File: src/rtl/expipe_pkg.sv
// Shared types and constants for the execution-pipe multiplier issue path.
package expipe_pkg;

    localparam int MULT_NUM_REQ      = 2;
    localparam int MULT_MAX_INFLIGHT = 4;

    localparam int MULT_XLEN       = 32;
    localparam int MULT_IDX_LEN    = 3;
    localparam int MULT_CTL_LEN    = 4;
    localparam int MULT_EXCEPT_LEN = 2;

    typedef struct packed {
        logic [MULT_CTL_LEN-1:0] ctl;
        logic [MULT_XLEN-1:0]    rs1;
        logic [MULT_XLEN-1:0]    rs2;
        logic [MULT_IDX_LEN-1:0] idx;
    } mult_req_t;

    typedef struct packed {
        logic [MULT_XLEN-1:0]       result;
        logic [MULT_IDX_LEN-1:0]    idx;
        logic                       except_raised;
        logic [MULT_EXCEPT_LEN-1:0] except_code;
    } mult_resp_t;

endpackage

File: src/rtl/mult_owner_fifo.sv
// In-order record of which requester owns each in-flight multiplier op.
// DEPTH must be a power of 2 so the pointers wrap naturally.
module mult_owner_fifo #(
    parameter int DEPTH = 4,
    parameter int WIDTH = 1
) (
    input  logic                         clk_i,
    input  logic                         rst_n_i,
    input  logic                         flush_i,
    input  logic                         push_i,
    input  logic                         pop_i,
    input  logic [WIDTH-1:0]             data_i,
    output logic [WIDTH-1:0]             head_o,
    output logic [$clog2(DEPTH+1)-1:0]   cnt_o,
    output logic                         full_o,
    output logic                         empty_o
);

    localparam int PTR_W = $clog2(DEPTH);
    localparam int CNT_W = $clog2(DEPTH+1);

    logic [WIDTH-1:0] mem [DEPTH];
    logic [PTR_W-1:0] head;
    logic [PTR_W-1:0] tail;
    logic [CNT_W-1:0] cnt;

    // Pointer and occupancy bookkeeping; flush discards every entry.
    always_ff @(posedge clk_i or negedge rst_n_i) begin
        if (!rst_n_i) begin
            head <= '0;
            tail <= '0;
            cnt  <= '0;
        end else if (flush_i) begin
            head <= '0;
            tail <= '0;
            cnt  <= '0;
        end else begin
            if (push_i) tail <= tail + PTR_W'(1);
            if (pop_i)  head <= head + PTR_W'(1);
            case ({push_i, pop_i})
                2'b10:   cnt <= cnt + CNT_W'(1);
                2'b01:   cnt <= cnt - CNT_W'(1);
                default: cnt <= cnt;
            endcase
        end
    end

    // Owner storage; contents only matter while counted, so no reset.
    always_ff @(posedge clk_i) begin
        if (push_i) mem[tail] <= data_i;
    end

    assign head_o  = mem[head];
    assign cnt_o   = cnt;
    assign full_o  = (cnt == CNT_W'(DEPTH));
    assign empty_o = (cnt == '0);

endmodule

File: src/rtl/mult_issue_arbiter.sv
// Round-robin issue arbiter sharing one multiplier between several
// reservation stations, with in-order routing of results back to owners.
// Both the issue and the response paths are purely combinational.
module mult_issue_arbiter
    import expipe_pkg::*;
#(
    parameter int NUM_REQ      = MULT_NUM_REQ,
    parameter int MAX_INFLIGHT = MULT_MAX_INFLIGHT,
    parameter int IDX_LEN      = MULT_IDX_LEN,
    parameter int EU_CTL_LEN   = MULT_CTL_LEN,
    parameter int EXCEPT_LEN   = MULT_EXCEPT_LEN,
    parameter int XLEN         = MULT_XLEN
) (
    input  logic                                 clk_i,
    input  logic                                 rst_n_i,
    input  logic                                 flush_i,
    input  logic [NUM_REQ-1:0]                   req_valid_i,
    output logic [NUM_REQ-1:0]                   req_ready_o,
    input  logic [NUM_REQ-1:0][EU_CTL_LEN-1:0]   req_ctl_i,
    input  logic [NUM_REQ-1:0][XLEN-1:0]         req_rs1_i,
    input  logic [NUM_REQ-1:0][XLEN-1:0]         req_rs2_i,
    input  logic [NUM_REQ-1:0][IDX_LEN-1:0]      req_idx_i,
    output logic [NUM_REQ-1:0]                   resp_valid_o,
    input  logic [NUM_REQ-1:0]                   resp_ready_i,
    output logic [XLEN-1:0]                      resp_result_o,
    output logic [IDX_LEN-1:0]                   resp_idx_o,
    output logic                                 resp_except_raised_o,
    output logic [EXCEPT_LEN-1:0]                resp_except_code_o,
    output logic                                 mul_valid_o,
    input  logic                                 mul_ready_i,
    output logic [EU_CTL_LEN-1:0]                mul_ctl_o,
    output logic [XLEN-1:0]                      mul_rs1_o,
    output logic [XLEN-1:0]                      mul_rs2_o,
    output logic [IDX_LEN-1:0]                   mul_idx_o,
    input  logic                                 mul_valid_i,
    output logic                                 mul_ready_o,
    input  logic [XLEN-1:0]                      mul_result_i,
    input  logic [IDX_LEN-1:0]                   mul_idx_i,
    input  logic                                 mul_except_raised_i,
    input  logic [EXCEPT_LEN-1:0]                mul_except_code_i
);

    localparam int SEL_W = $clog2(NUM_REQ);
    localparam int CNT_W = $clog2(MAX_INFLIGHT+1);

    logic [SEL_W-1:0] rr_ptr;
    logic [SEL_W-1:0] grant;
    logic             any_valid;
    logic [SEL_W-1:0] head_owner;
    logic [CNT_W-1:0] cnt;
    logic             full;
    logic             empty;
    logic             issue_hs;
    logic             retire_hs;

    // (base + off) mod NUM_REQ for operands already below NUM_REQ.
    function automatic logic [SEL_W-1:0] wrap_add(input logic [SEL_W-1:0] base,
                                                  input logic [SEL_W-1:0] off);
        logic [SEL_W:0] sum;
        sum = {1'b0, base} + {1'b0, off};
        if (sum >= (SEL_W+1)'(NUM_REQ)) sum = sum - (SEL_W+1)'(NUM_REQ);
        return sum[SEL_W-1:0];
    endfunction

    // Pick the first valid requester at or above rr_ptr, wrapping around.
    always_comb begin
        logic [SEL_W-1:0] cand;
        grant     = '0;
        any_valid = 1'b0;
        cand      = '0;
        for (int i = 0; i < NUM_REQ; i++) begin
            cand = wrap_add(rr_ptr, SEL_W'(i));
            if (!any_valid && req_valid_i[cand]) begin
                grant     = cand;
                any_valid = 1'b1;
            end
        end
    end

    // Issue side: blocked when full or flushing, even if a retire is pending.
    assign mul_valid_o = any_valid && !full && !flush_i;
    assign issue_hs    = mul_valid_o && mul_ready_i;
    assign mul_ctl_o   = req_ctl_i[grant];
    assign mul_rs1_o   = req_rs1_i[grant];
    assign mul_rs2_o   = req_rs2_i[grant];
    assign mul_idx_o   = req_idx_i[grant];

    // One-hot accept back to the granted requester only.
    always_comb begin
        req_ready_o        = '0;
        req_ready_o[grant] = issue_hs;
    end

    // Response side: results belong to the oldest outstanding owner.
    assign mul_ready_o = resp_ready_i[head_owner] && !empty && !flush_i;
    assign retire_hs   = mul_valid_i && mul_ready_o;

    // One-hot result valid toward the head owner only.
    always_comb begin
        resp_valid_o             = '0;
        resp_valid_o[head_owner] = mul_valid_i && !empty && !flush_i;
    end

    assign resp_result_o        = mul_result_i;
    assign resp_idx_o           = mul_idx_i;
    assign resp_except_raised_o = mul_except_raised_i;
    assign resp_except_code_o   = mul_except_code_i;

    // Advance the round-robin pointer past the winner of each issue.
    always_ff @(posedge clk_i or negedge rst_n_i) begin
        if (!rst_n_i) begin
            rr_ptr <= '0;
        end else if (flush_i) begin
            rr_ptr <= '0;
        end else if (issue_hs) begin
            rr_ptr <= wrap_add(grant, SEL_W'(1));
        end
    end

    mult_owner_fifo #(
        .DEPTH (MAX_INFLIGHT),
        .WIDTH (SEL_W)
    ) u_owner_fifo (
        .clk_i   (clk_i),
        .rst_n_i (rst_n_i),
        .flush_i (flush_i),
        .push_i  (issue_hs),
        .pop_i   (retire_hs),
        .data_i  (grant),
        .head_o  (head_owner),
        .cnt_o   (cnt),
        .full_o  (full),
        .empty_o (empty)
    );

    // A result with nothing outstanding means the unit broke its contract.
    a_no_orphan_result: assert property (@(posedge clk_i) disable iff (!rst_n_i)
        !(mul_valid_i && empty));

endmodule

File: config.mk
export PLATFORM = sky130hd
export DESIGN_NAME = mult_issue_arbiter
export DESIGN_NICKNAME = d
export VERILOG_FILES = /design/src/rtl/expipe_pkg.sv /design/src/rtl/mult_owner_fifo.sv /design/src/rtl/mult_issue_arbiter.sv
export SDC_FILE = /design/constraint.sdc
export NUM_CORES = 1
export LEC_CHECK = 0
export ABC_AREA = 1
export CAP_MARGIN = 5
export CORE_AREA = 2 2 117 119
export DETAILED_ROUTE_END_ITERATION = 10
export DIE_AREA = 0 0 119 121
export HOLD_SLACK_MARGIN = 0.05
export PLACE_DENSITY = 0.62
export SETUP_SLACK_MARGIN = 0.2
export SYNTH_ARGS = -nofsm -noshare
export SYNTH_HDL_FRONTEND = slang
export SYNTH_SLANG_ARGS = --single-unit
File: constraint.sdc
create_clock -name clk_i -period 2.21 [get_ports clk_i]
set_clock_uncertainty 0.15 [all_clocks]
set_input_delay 0.442 -clock clk_i [delete_from_list [all_inputs] [get_ports clk_i]]
set_output_delay 0.442 -clock clk_i [all_outputs]
set_load 0.01 [all_outputs]
==> results of run 1 <==
## where the power goes
part	leakage, nW	switching, mW	internal (mW)
combinational	2.47	0.690	0.884
clock	0.0385	0.0978	0.239
sequential	0.142	0.0284	0.269
total	2.65	0.817	1.39
## worst max-delay path by stage
stage | to | cells after the start
6_report | mul_rs1_o[5] | 9
5_1_grt | mul_rs2_o[9] | 10
4_1_cts | mul_rs1_o[21] | 10
3_5_place_dp | mul_rs2_o[18] | 7
3_3_place_gp | mul_rs2_o[18] | 7
2_1_floorplan | u_owner_fifo.cnt_o[2]$_DFFE_PN0P_ | 14
## timing repair
action | CTS | global route
cloned | 16 | 0
hold buffers | 0 | 0
setup endpoints to repair | 79 | 76
setup buffers | 16 | 5
endpoints found under the hold margin | 0 | 0
gates resized for setup | 393 | 127
pin swaps | 23 | 23
## cell type report
type | instances | area [µm²]
tap | 176 | 220
sequential | 12 | 322
clock inverter | 1 | 3.75
clock buffer | 3 | 75.1
timing repair buffer | 281 | 2990
inverter | 18 | 77.6
multi-input combinational | 273 | 1670
fill | 1305 | 7730
## critical path, stage by stage (launching register included)
cell and delay (ps):
dfrtp_1 370, inv_2 70, nand2_2 60, nand2_4 110, buf_12 150, buf_12 120, buf_16 150, nand2_1 70
nand2_1 70, buf_2 120
## cell families after synthesis
logic type	synth area share, %
compound gates	2.89
xor+xnor	0.450
fa+ha+maj	3.60
buf+inv	22.1
flops	16.5
simple gates	54.5
## state kept, by name (all words and copies together), names as in the netlist
| register | cells |
|---|---|
| u_owner_fifo.mem | 4 |
| u_owner_fifo.cnt_o | 3 |
| u_owner_fifo.head | 2 |
| u_owner_fifo.tail | 2 |
| rr_ptr | 1 |
## layer usage
layer	global-route usage (%)	routed length [µm]
met1	15.7	3910
met2	28.3	6400
met3	4.28	944
met4	3.50	172
met5	0	0
## synthesized netlist by cell type, types with 3 or more instances
cell,count
a21oi_1,3
buf_2,8
buf_4,38
clkbuf_1,7
dfrtp_1,8
edfxtp_1,4
ha_1,4
inv_1,16
nand2_1,225
nand2_2,4
nand2_4,4
nand3_1,8
nand3_2,3
nor2_1,8
o21ai_0,3
o21ai_1,4
==> impl_metrics.env, run 1 <==
export IMPL_fp_dieArea_um2=14400
export IMPL_syn_area_um2=1950
export IMPL_cts_root_buf="clkbuf_16"
export IMPL_setup_viol=0
export IMPL_total_power_mw=2.21
export IMPL_fmax_mhz=469
export IMPL_ys_seq_area_share_pct=16.5
export IMPL_first_pass_iters=4
export IMPL_placed_cells=723
export IMPL_critPathKind="register to primary output"
export IMPL_synth_warnings=0
export IMPL_routedWlPerCell_um=15.0
export IMPL_drtAntennaViolNets=0
export IMPL_clkSlewWorstSetupHoldPaths_ps=40
export IMPL_netlist_instances=357
export IMPL_via_count=3082
export IMPL_synth_area_per_cell_um2=5.45
export IMPL_cts_tree="built"
export IMPL_drive_gt1_share_pct=44.2
export IMPL_path_max_fanout=13
export IMPL_crit_required_ps=1620
export IMPL_cts_htree_levels=1
export IMPL_hold_class="input port to asynchronous set/reset pin"
export IMPL_dpl_cell_area_um2=4270
export IMPL_cts_path_max_buffers=2
export IMPL_rows=42
export IMPL_start_kind="register"
export IMPL_cts_sinks=12
export IMPL_final_util_pct=40.9
export IMPL_setup_worst_path_start="rr_ptr$_DFFE_PN0P_"
export IMPL_final_common_cell="clkdlybuf4s50_1"
export IMPL_relSlewSlack_pct=71.2
export IMPL_synthFlopType="dfrtp_1"
export IMPL_finalHoldViolCount=0
export IMPL_chipHeight_um=121
export IMPL_final_area_um2=5350
export IMPL_synth_edf_count=4
export IMPL_track_usage_pct=14.7
export IMPL_clkLatencyLatePin_ps=240
export IMPL_ys_types=24
export IMPL_via_per_inst=4.03
export IMPL_start_util_pct=14.9
export IMPL_synthTopCellsByArea="nand2_1, buf_4, dfrtp_1"
export IMPL_synth_top_area_share_pct=43.4
export IMPL_dr_first_iter_drc_count=92
export IMPL_antenna_found_initial=0
export IMPL_pre_cts_ws_ps=-543
export IMPL_r2r_end="u_owner_fifo.cnt_o[2]$_DFFE_PN0P_"
export IMPL_most_common_layout_cells="clkdlybuf4s50_1, nand2_1, nand2_2"
export IMPL_reg2reg_from="u_owner_fifo.cnt_o[1]$_DFFE_PN0P_"
export IMPL_setup_slack_ps=78.1
export IMPL_ir_worst_vdd_uv=231
export IMPL_core_area_um2=13100
export IMPL_cp_end_kind="primary output"
export IMPL_gp_congestion=0.763
export IMPL_rsz0062_at_grt="yes"
export IMPL_layout_cells_non_filler=764
export IMPL_fin_crit_ps=2130
export IMPL_worst_slew_pin_slew_ps=431
export IMPL_grt_max_degree=14
export IMPL_yosysTopAreaCell="nand2_1"
export IMPL_ys_ff_latch=12
export IMPL_dieWidth_um=119
export IMPL_async_reset_ff_share_pct=66.7
export IMPL_grt_overflow_total=0
export IMPL_powerDensity_nw_per_um2=412
export IMPL_maxCapViolations=0
export IMPL_syn_to_final_growth_pct=175
export IMPL_cp_arrival_ps=1540
export IMPL_io_pins=304
export IMPL_grt_pass1_vias=3196
export IMPL_leakagePower_nw=2.65
export IMPL_fin_hold_ws_ps=360
export IMPL_r2r_cells=14
export IMPL_io_buffer_count=227
export IMPL_status="completed"
export IMPL_rrSetupSlack_ps=100
export IMPL_nets=783
export IMPL_drv_slew=0
export IMPL_numCtsBuffers=3
export IMPL_drcViolationCount=0
export IMPL_dp_hpwl_um=7620
export IMPL_syn_num_nets=551
export IMPL_routed_wirelength_um=11400
export IMPL_grt_pass1_wl_um=16600
export IMPL_fin_setup_tns_ps=0
export IMPL_antennaDiodeCount=0
export IMPL_period_share_pct=96.5
Note: power is estimated with default switching activity, not from simulation.
==> inputs of run 2 (changes only) <==
--- a/config.mk
+++ b/config.mk
@@ -7,11 +7,14 @@
 export LEC_CHECK = 0
 export ABC_AREA = 1
 export CAP_MARGIN = 5
-export CORE_AREA = 2 2 117 119
+export CELL_PAD_IN_SITES_DETAIL_PLACEMENT = 1
+export CELL_PAD_IN_SITES_GLOBAL_PLACEMENT = 1
+export CORE_AREA = 2 2 116 118
 export DETAILED_ROUTE_END_ITERATION = 10
-export DIE_AREA = 0 0 119 121
+export DIE_AREA = 0 0 118 120
+export DONT_BUFFER_PORTS = 1
 export HOLD_SLACK_MARGIN = 0.05
-export PLACE_DENSITY = 0.62
+export PLACE_DENSITY = 0.39
 export SETUP_SLACK_MARGIN = 0.2
 export SYNTH_ARGS = -nofsm -noshare
 export SYNTH_HDL_FRONTEND = slang
==> run 2 against run 1 <==
Clock power grew 2%; worst setup slack gained 110 ps; die area shrank 1.7%; register-to-register slack gained 80 ps; final cell count shrank 34%; maximum frequency grew 5.2%; combinational power shrank 53%; utilization shrank 24 points; cell area shrank 59%; critical path depth grew 6; global-route usage shrank 5.0 points.
==> impl_metrics.env, run 2 (same netlist as run 1, synthesis figures left out) <==
export IMPL_status="completed"
export IMPL_cts_sinks=12
export IMPL_final_common_cell="nand2_1"
export IMPL_grt_max_degree=45
export IMPL_setup_viol=0
export IMPL_io_buffer_count=0
export IMPL_critPathKind="register to register"
export IMPL_drtAntennaViolNets=0
export IMPL_via_count=2074
export IMPL_antenna_found_initial=0
export IMPL_antennaDiodeCount=0
export IMPL_most_common_layout_cells="nand2_1, buf_4, inv_1"
export IMPL_gp_congestion=0.783
export IMPL_start_kind="register"
export IMPL_ir_worst_vdd_uv=326
export IMPL_maxCapViolations=0
export IMPL_numCtsBuffers=3
export IMPL_core_area_um2=13000
export IMPL_via_per_inst=4.12
export IMPL_cts_htree_levels=1
export IMPL_rsz0062_at_grt="yes"
export IMPL_critPathBufInv=3
export IMPL_dr_first_iter_drc_count=61
export IMPL_largest_reg_flops=4
export IMPL_period_share_pct=91.7
export IMPL_final_util_pct=17.1
export IMPL_drive_gt1_share_pct=16.8
export IMPL_fmax_mhz=493
export IMPL_crit_chain="inv_2, nand2_2, nand3_4, nand2_2, nand2_2, nand2_4, nand3_4, inv_2, fa_2, xnor2_2, inv_1, nand2_1, nand2_1, nand3_1, nand2_1"
export IMPL_cp_arrival_ps=2010
export IMPL_track_usage_pct=9.73
export IMPL_leakagePower_nw=1.18
export IMPL_first_pass_iters=4
export IMPL_io_pins=304
export IMPL_relSlewSlack_pct=70.5
export IMPL_slowest_delay_ps=410
export IMPL_cts_tree="built"
export IMPL_clkLatencyLatePin_ps=240
export IMPL_drv_slew=0
export IMPL_fp_dieArea_um2=14200
export IMPL_grt_pass1_vias=2058
export IMPL_cts_root_buf="clkbuf_16"
export IMPL_grt_overflow_total=0
export IMPL_start_util_pct=15.0
export IMPL_grt_pass1_wl_um=11000
export IMPL_dieWidth_um=118
export IMPL_fin_crit_ps=2030
export IMPL_hold_class="input port to register"
export IMPL_finalHoldViolCount=0
export IMPL_cpMaxStageDelayCell="dfrtp_1"
export IMPL_cp_end_kind="register"
export IMPL_crit_required_ps=2190
export IMPL_cts_path_max_buffers=2
export IMPL_routed_wirelength_um=8220
export IMPL_nets=523
export IMPL_rows=42
export IMPL_worst_slew_pin_slew_ps=442
export IMPL_largest_register="u_owner_fifo.mem"
export IMPL_path_max_fanout=4
export IMPL_powerDensity_nw_per_um2=621
export IMPL_fin_setup_tns_ps=0
export IMPL_routedWlPerCell_um=16.3
export IMPL_path_delay_family="simple AND/OR/NAND/NOR gates"
export IMPL_clkSlewWorstSetupHoldPaths_ps=50
export IMPL_dp_hpwl_um=6420
export IMPL_fin_hold_ws_ps=238
export IMPL_syn_to_final_growth_pct=13.9
export IMPL_drcViolationCount=0
export IMPL_chipHeight_um=120
-- run 2: cell count changes in the layout (fill, tap and decap cells not counted), sizes merged --
cell,change
buf,-113
clkdlybuf4s15,-2
clkbuf,+2
dlygate4sd2,-2
dlygate4sd3,+1
clkdlybuf4s50,-146
-- run 2: stage by stage --
step | instance area, µm² | power [mW] | std cells | setup slack, ps
2_1_floorplan | 1960 | 0.834 | 357 | 230
3_3_place_gp | 1900 | 0.893 | 486 | 81.6
3_5_place_dp | 1900 | 0.904 | 486 | 45.6
4_1_cts | 2080 | 1.32 | 498 | 125
5_1_grt | 2220 | 1.50 | 504 | 14.8
6_report | 2220 | 1.38 | 504 | 183
-- run 2: layer usage --
| layer | GRT usage [%] | vias to the layer above | part of all wire [%] |
|---|---|---|---|
| met2 | 18.4 | 130 | 54 |
| met4 | 1.51 | 0 | 0.72 |
| met5 | 0 | - | 0 |
| met1 | 9.90 | 967 | 34 |
| li1 | - | 971 | - |
| met3 | 4.61 | 6 | 11 |
-- run 2: power by group --
part           total (mW)  internal [mW]  switching [mW]  leakage, nW
registers           0.293          0.267          0.0263        0.144
clock network       0.344          0.239           0.104       0.0385
logic               0.739          0.271           0.468         1.00
-- run 2: layout make-up --
cell class / count / area [µm²]
sequential: 12 / 320
clock buffer: 3 / 75.1
fill: 1666 / 10800
inverter: 18 / 75.1
multi-input combinational: 273 / 1260
timing repair buffer: 21 / 263
tap: 176 / 220
clock inverter: 1 / 3.75
-- run 2: repair_timing --
item	4_1_cts	5_1_grt
endpoints found under the setup margin	57	77
gates cloned	0	3
pin swaps	8	9
hold endpoints to repair	8	0
hold buffers	1	0
setup buffers	7	3
gates resized for setup	10	13
-- run 2: worst reg2reg max path: stages, from the launching register on --
cell	delay, ps
dfrtp_1	410
inv_2	100
nand2_2	60
nand3_4	70
nand2_2	70
nand2_2	80
nand2_4	60
nand3_4	60
inv_2	40
fa_2	350
xnor2_2	170
inv_1	60
nand2_1	70
nand2_1	50
nand3_1	60
nand2_1	50
-- run 2: worst paths after layout --
path	slack [ps]	end	from	cells after the start
max	180	u_owner_fifo.cnt_o[2]$_DFFE_PN0P_	u_owner_fifo.head[0]$_DFFE_PN0P_	15
min reg2reg	420	rr_ptr$_DFFE_PN0P_	rr_ptr$_DFFE_PN0P_	2
min in group asynchronous	430	u_owner_fifo.head[1]$_DFFE_PN0P_	rst_n_i	1
max in group asynchronous	1180	u_owner_fifo.cnt_o[0]$_DFFE_PN0P_	rst_n_i	1
min	240	u_owner_fifo.head[0]$_DFFE_PN0P_	flush_i	3
max reg2reg	180	u_owner_fifo.cnt_o[2]$_DFFE_PN0P_	u_owner_fifo.head[0]$_DFFE_PN0P_	15
==> inputs of run 3 (changes only) <==
--- a/config.mk
+++ b/config.mk
@@ -5,16 +5,15 @@
 export SDC_FILE = /design/constraint.sdc
 export NUM_CORES = 1
 export LEC_CHECK = 0
-export ABC_AREA = 1
 export CAP_MARGIN = 5
 export CELL_PAD_IN_SITES_DETAIL_PLACEMENT = 1
 export CELL_PAD_IN_SITES_GLOBAL_PLACEMENT = 1
-export CORE_AREA = 2 2 116 118
+export CORE_AREA = 2 2 118 120
 export DETAILED_ROUTE_END_ITERATION = 10
-export DIE_AREA = 0 0 118 120
+export DIE_AREA = 0 0 120 122
 export DONT_BUFFER_PORTS = 1
 export HOLD_SLACK_MARGIN = 0.05
-export PLACE_DENSITY = 0.39
+export PLACE_DENSITY = 0.37
 export SETUP_SLACK_MARGIN = 0.2
 export SYNTH_ARGS = -nofsm -noshare
 export SYNTH_HDL_FRONTEND = slang
==> run 3 against run 2 <==
The run now ends with negative setup slack left; critical path type unchanged; maximum frequency down 17%; first-iteration DRC count grew 1.6%; cell area is 90% higher.
==> impl_metrics.env, run 3 <==
export IMPL_status="complete, but fails checks"
export IMPL_violations="negative setup slack"
export IMPL_min_path_cells=1
export IMPL_cp_arrival_ps=2440
export IMPL_synth_edf_count=4
export IMPL_dieWidth_um=120
export IMPL_layout_cells_non_filler=514
export IMPL_cts_path_max_buffers=2
export IMPL_yosys_area_share_simple_pct=50.1
export IMPL_finalHoldViolCount=0
export IMPL_routed_wirelength_um=10700
export IMPL_hold_class="input port to register"
export IMPL_final_area_um2=4210
export IMPL_start_util_pct=13.9
export IMPL_largest_register="u_owner_fifo.mem"
export IMPL_synthTopCellsByArea="nand2_1, buf_4, dfrtp_1"
export IMPL_start_kind="register"
export IMPL_ir_worst_vdd_uv=346
export IMPL_path_max_fanout=4
export IMPL_placed_cells=475
export IMPL_synth_top_family_by_area="simple AND/OR/NAND/NOR gates"
export IMPL_r2r_cells=7
export IMPL_ys_seq_area_share_pct=17.1
export IMPL_final_common_cell="nand2_4"
export IMPL_m1WireLength_um=4210
export IMPL_rsz0062_at_grt="yes"
export IMPL_routedWlPerCell_um=20.9
export IMPL_dpl_cell_area_um2=1910
export IMPL_ys_types=31
export IMPL_netlist_instances=335
export IMPL_via_per_inst=4.28
export IMPL_io_buffer_count=0
export IMPL_cts_tree="built"
export IMPL_syn_num_nets=529
export IMPL_antennaDiodeCount=0
export IMPL_synthFlopType="dfrtp_1"
export IMPL_drive_gt1_share_pct=77.5
export IMPL_largest_reg_flops=4
export IMPL_track_usage_pct=10.3
export IMPL_core_area_um2=13500
export IMPL_total_power_mw=2.18
export IMPL_dp_hpwl_um=5660
export IMPL_powerDensity_nw_per_um2=518
export IMPL_fin_hold_ws_ps=165
export IMPL_fp_dieArea_um2=14600
export IMPL_clkLatencyLatePin_ps=240
export IMPL_worst_slew_pin_slew_ps=497
export IMPL_io_pins=304
export IMPL_synth_warnings=0
export IMPL_synth_fa_ha_area_share_pct=3.74
export IMPL_grt_pass1_wl_um=11800
export IMPL_setup_viol=4
export IMPL_wl_met2_um=5740
export IMPL_cp_end_kind="register"
export IMPL_dr_first_iter_drc_count=62
export IMPL_rows=43
export IMPL_relSlewSlack_pct=66.8
export IMPL_drv_slew=0
export IMPL_final_util_pct=31.2
export IMPL_syn_to_final_growth_pct=125
export IMPL_setup_slack_ps=-218
export IMPL_async_reset_ff_share_pct=66.7
export IMPL_leakagePower_nw=2.13
export IMPL_synth_most_common_cell="nand2_1"
export IMPL_grt_overflow_total=0
export IMPL_critPathKind="register to register"
export IMPL_most_common_layout_cells="nand2_4, nand2_1, clkbuf_16"
export IMPL_muxShareOfSynthArea_pct=3.80
export IMPL_numCtsBuffers=3
export IMPL_first_pass_iters=4
export IMPL_synth_compound_area_share_pct=4.40
export IMPL_nets=529
export IMPL_antenna_found_initial=0
export IMPL_fmax_mhz=412
export IMPL_routed_top_layer="met4"
export IMPL_grt_max_degree=41
export IMPL_chipHeight_um=122
export IMPL_synth_area_per_cell_um2=5.60
export IMPL_route_met3_wl_um=761
export IMPL_period_share_pct=110
export IMPL_drcViolationCount=0
export IMPL_synthTopCellsByCount="nand2_1, buf_4, clkbuf_1, dfrtp_1, nor2_1"
export IMPL_ys_ff_latch=12
export IMPL_synth_top_area_share_pct=43.8
export IMPL_yosysTopAreaCell="nand2_1"
export IMPL_drtAntennaViolNets=0
export IMPL_fin_crit_ps=2430
export IMPL_synthXorXnorAreaFrac_pct=0.867
export IMPL_cts_sinks=12
export IMPL_clkSlewWorstSetupHoldPaths_ps=50
export IMPL_maxCapViolations=0
export IMPL_cts_htree_levels=1
export IMPL_gp_congestion=0.751
export IMPL_crit_required_ps=2220
export IMPL_grt_pass1_vias=2085
export IMPL_via_count=2200
export IMPL_cts_root_buf="clkbuf_16"
export IMPL_syn_area_um2=1880
run 3: cell count changes after synthesis, moves of 4 or more:
cell / change
and2_1: +4
buf_2: -8
clkbuf_1: +8
inv_1: -11
nand2_1: -6
nand2_2: -4
nand2_4: -4
nand3_1: -7
run 3: path summary, 6_finish.rpt:
check / from / to / slack (ps)
worst min-delay path: flush_i / u_owner_fifo.tail[1]$_DFFE_PN0P_ / 160
min in group asynchronous: rst_n_i / u_owner_fifo.cnt_o[1]$_DFFE_PN0P_ / 450
worst min register to register: rr_ptr$_DFFE_PN0P_ / rr_ptr$_DFFE_PN0P_ / 390
worst max-delay path: u_owner_fifo.head[0]$_DFFE_PN0P_ / u_owner_fifo.cnt_o[2]$_DFFE_PN0P_ / -220
max in group asynchronous: rst_n_i / u_owner_fifo.tail[1]$_DFFE_PN0P_ / 1130
worst max register to register: u_owner_fifo.head[0]$_DFFE_PN0P_ / u_owner_fifo.cnt_o[2]$_DFFE_PN0P_ / -220
run 3: critical path, cell delays in order, from the launching register on:
cell and delay (ps):
dfrtp_1 360, mux4_2 530, mux2i_2 220, or2_4 180
nor2_4 30, fa_2 380, or3_1 330, a32oi_1 180
run 3: power by group:
group	leakage (nW)	switching [mW]	internal (mW)	total (mW)
logic	1.94	0.798	0.724	1.52
registers	0.143	0.0397	0.278	0.318
clock network	0.0385	0.102	0.239	0.341
run 3: logic make-up after synthesis:
group / Yosys count
flip-flops: 12
AO/OA/AOI/OAI: 12
AND/OR/NAND/NOR: 240
multiplexers: 5
buffers and inverters: 60
XOR/XNOR: 1
adder cells (fa/ha/maj): 5
run 3: per-layer routing:
metal	up-vias	global-route usage, %
li1	993	-
met1	1067	12.1
met2	136	18.8
met3	4	3.32
met4	0	0.809
met5	-	0
run 3: area by class of cell:
type / count / area, µm²
tap: 180 / 225
inverter: 6 / 48.8
clock inverter: 1 / 3.75
multi-input combinational: 263 / 2650
clock buffer: 3 / 75.1
sequential: 12 / 320
fill: 1488 / 9290
timing repair buffer: 48 / 865
timing repair inverter: 1 / 30.0
run 3: metrics by stage:
step	setup TNS [ps]	setup slack (ps)
2_1_floorplan	-611	-325
3_3_place_gp	-422	-241
3_5_place_dp	-523	-314
4_1_cts	-442	-235
5_1_grt	-856	-322
6_report	-455	-218
run 3: repair_timing:
item | in CTS | in global routing
endpoints found under the hold margin | 8 | 0
endpoints found under the setup margin | 40 | 82
buffers inserted | 7 | 6
hold buffers | 1 | 0
resized for setup | 193 | 228
cloned | 5 | 16
pin swaps | 68 | 100
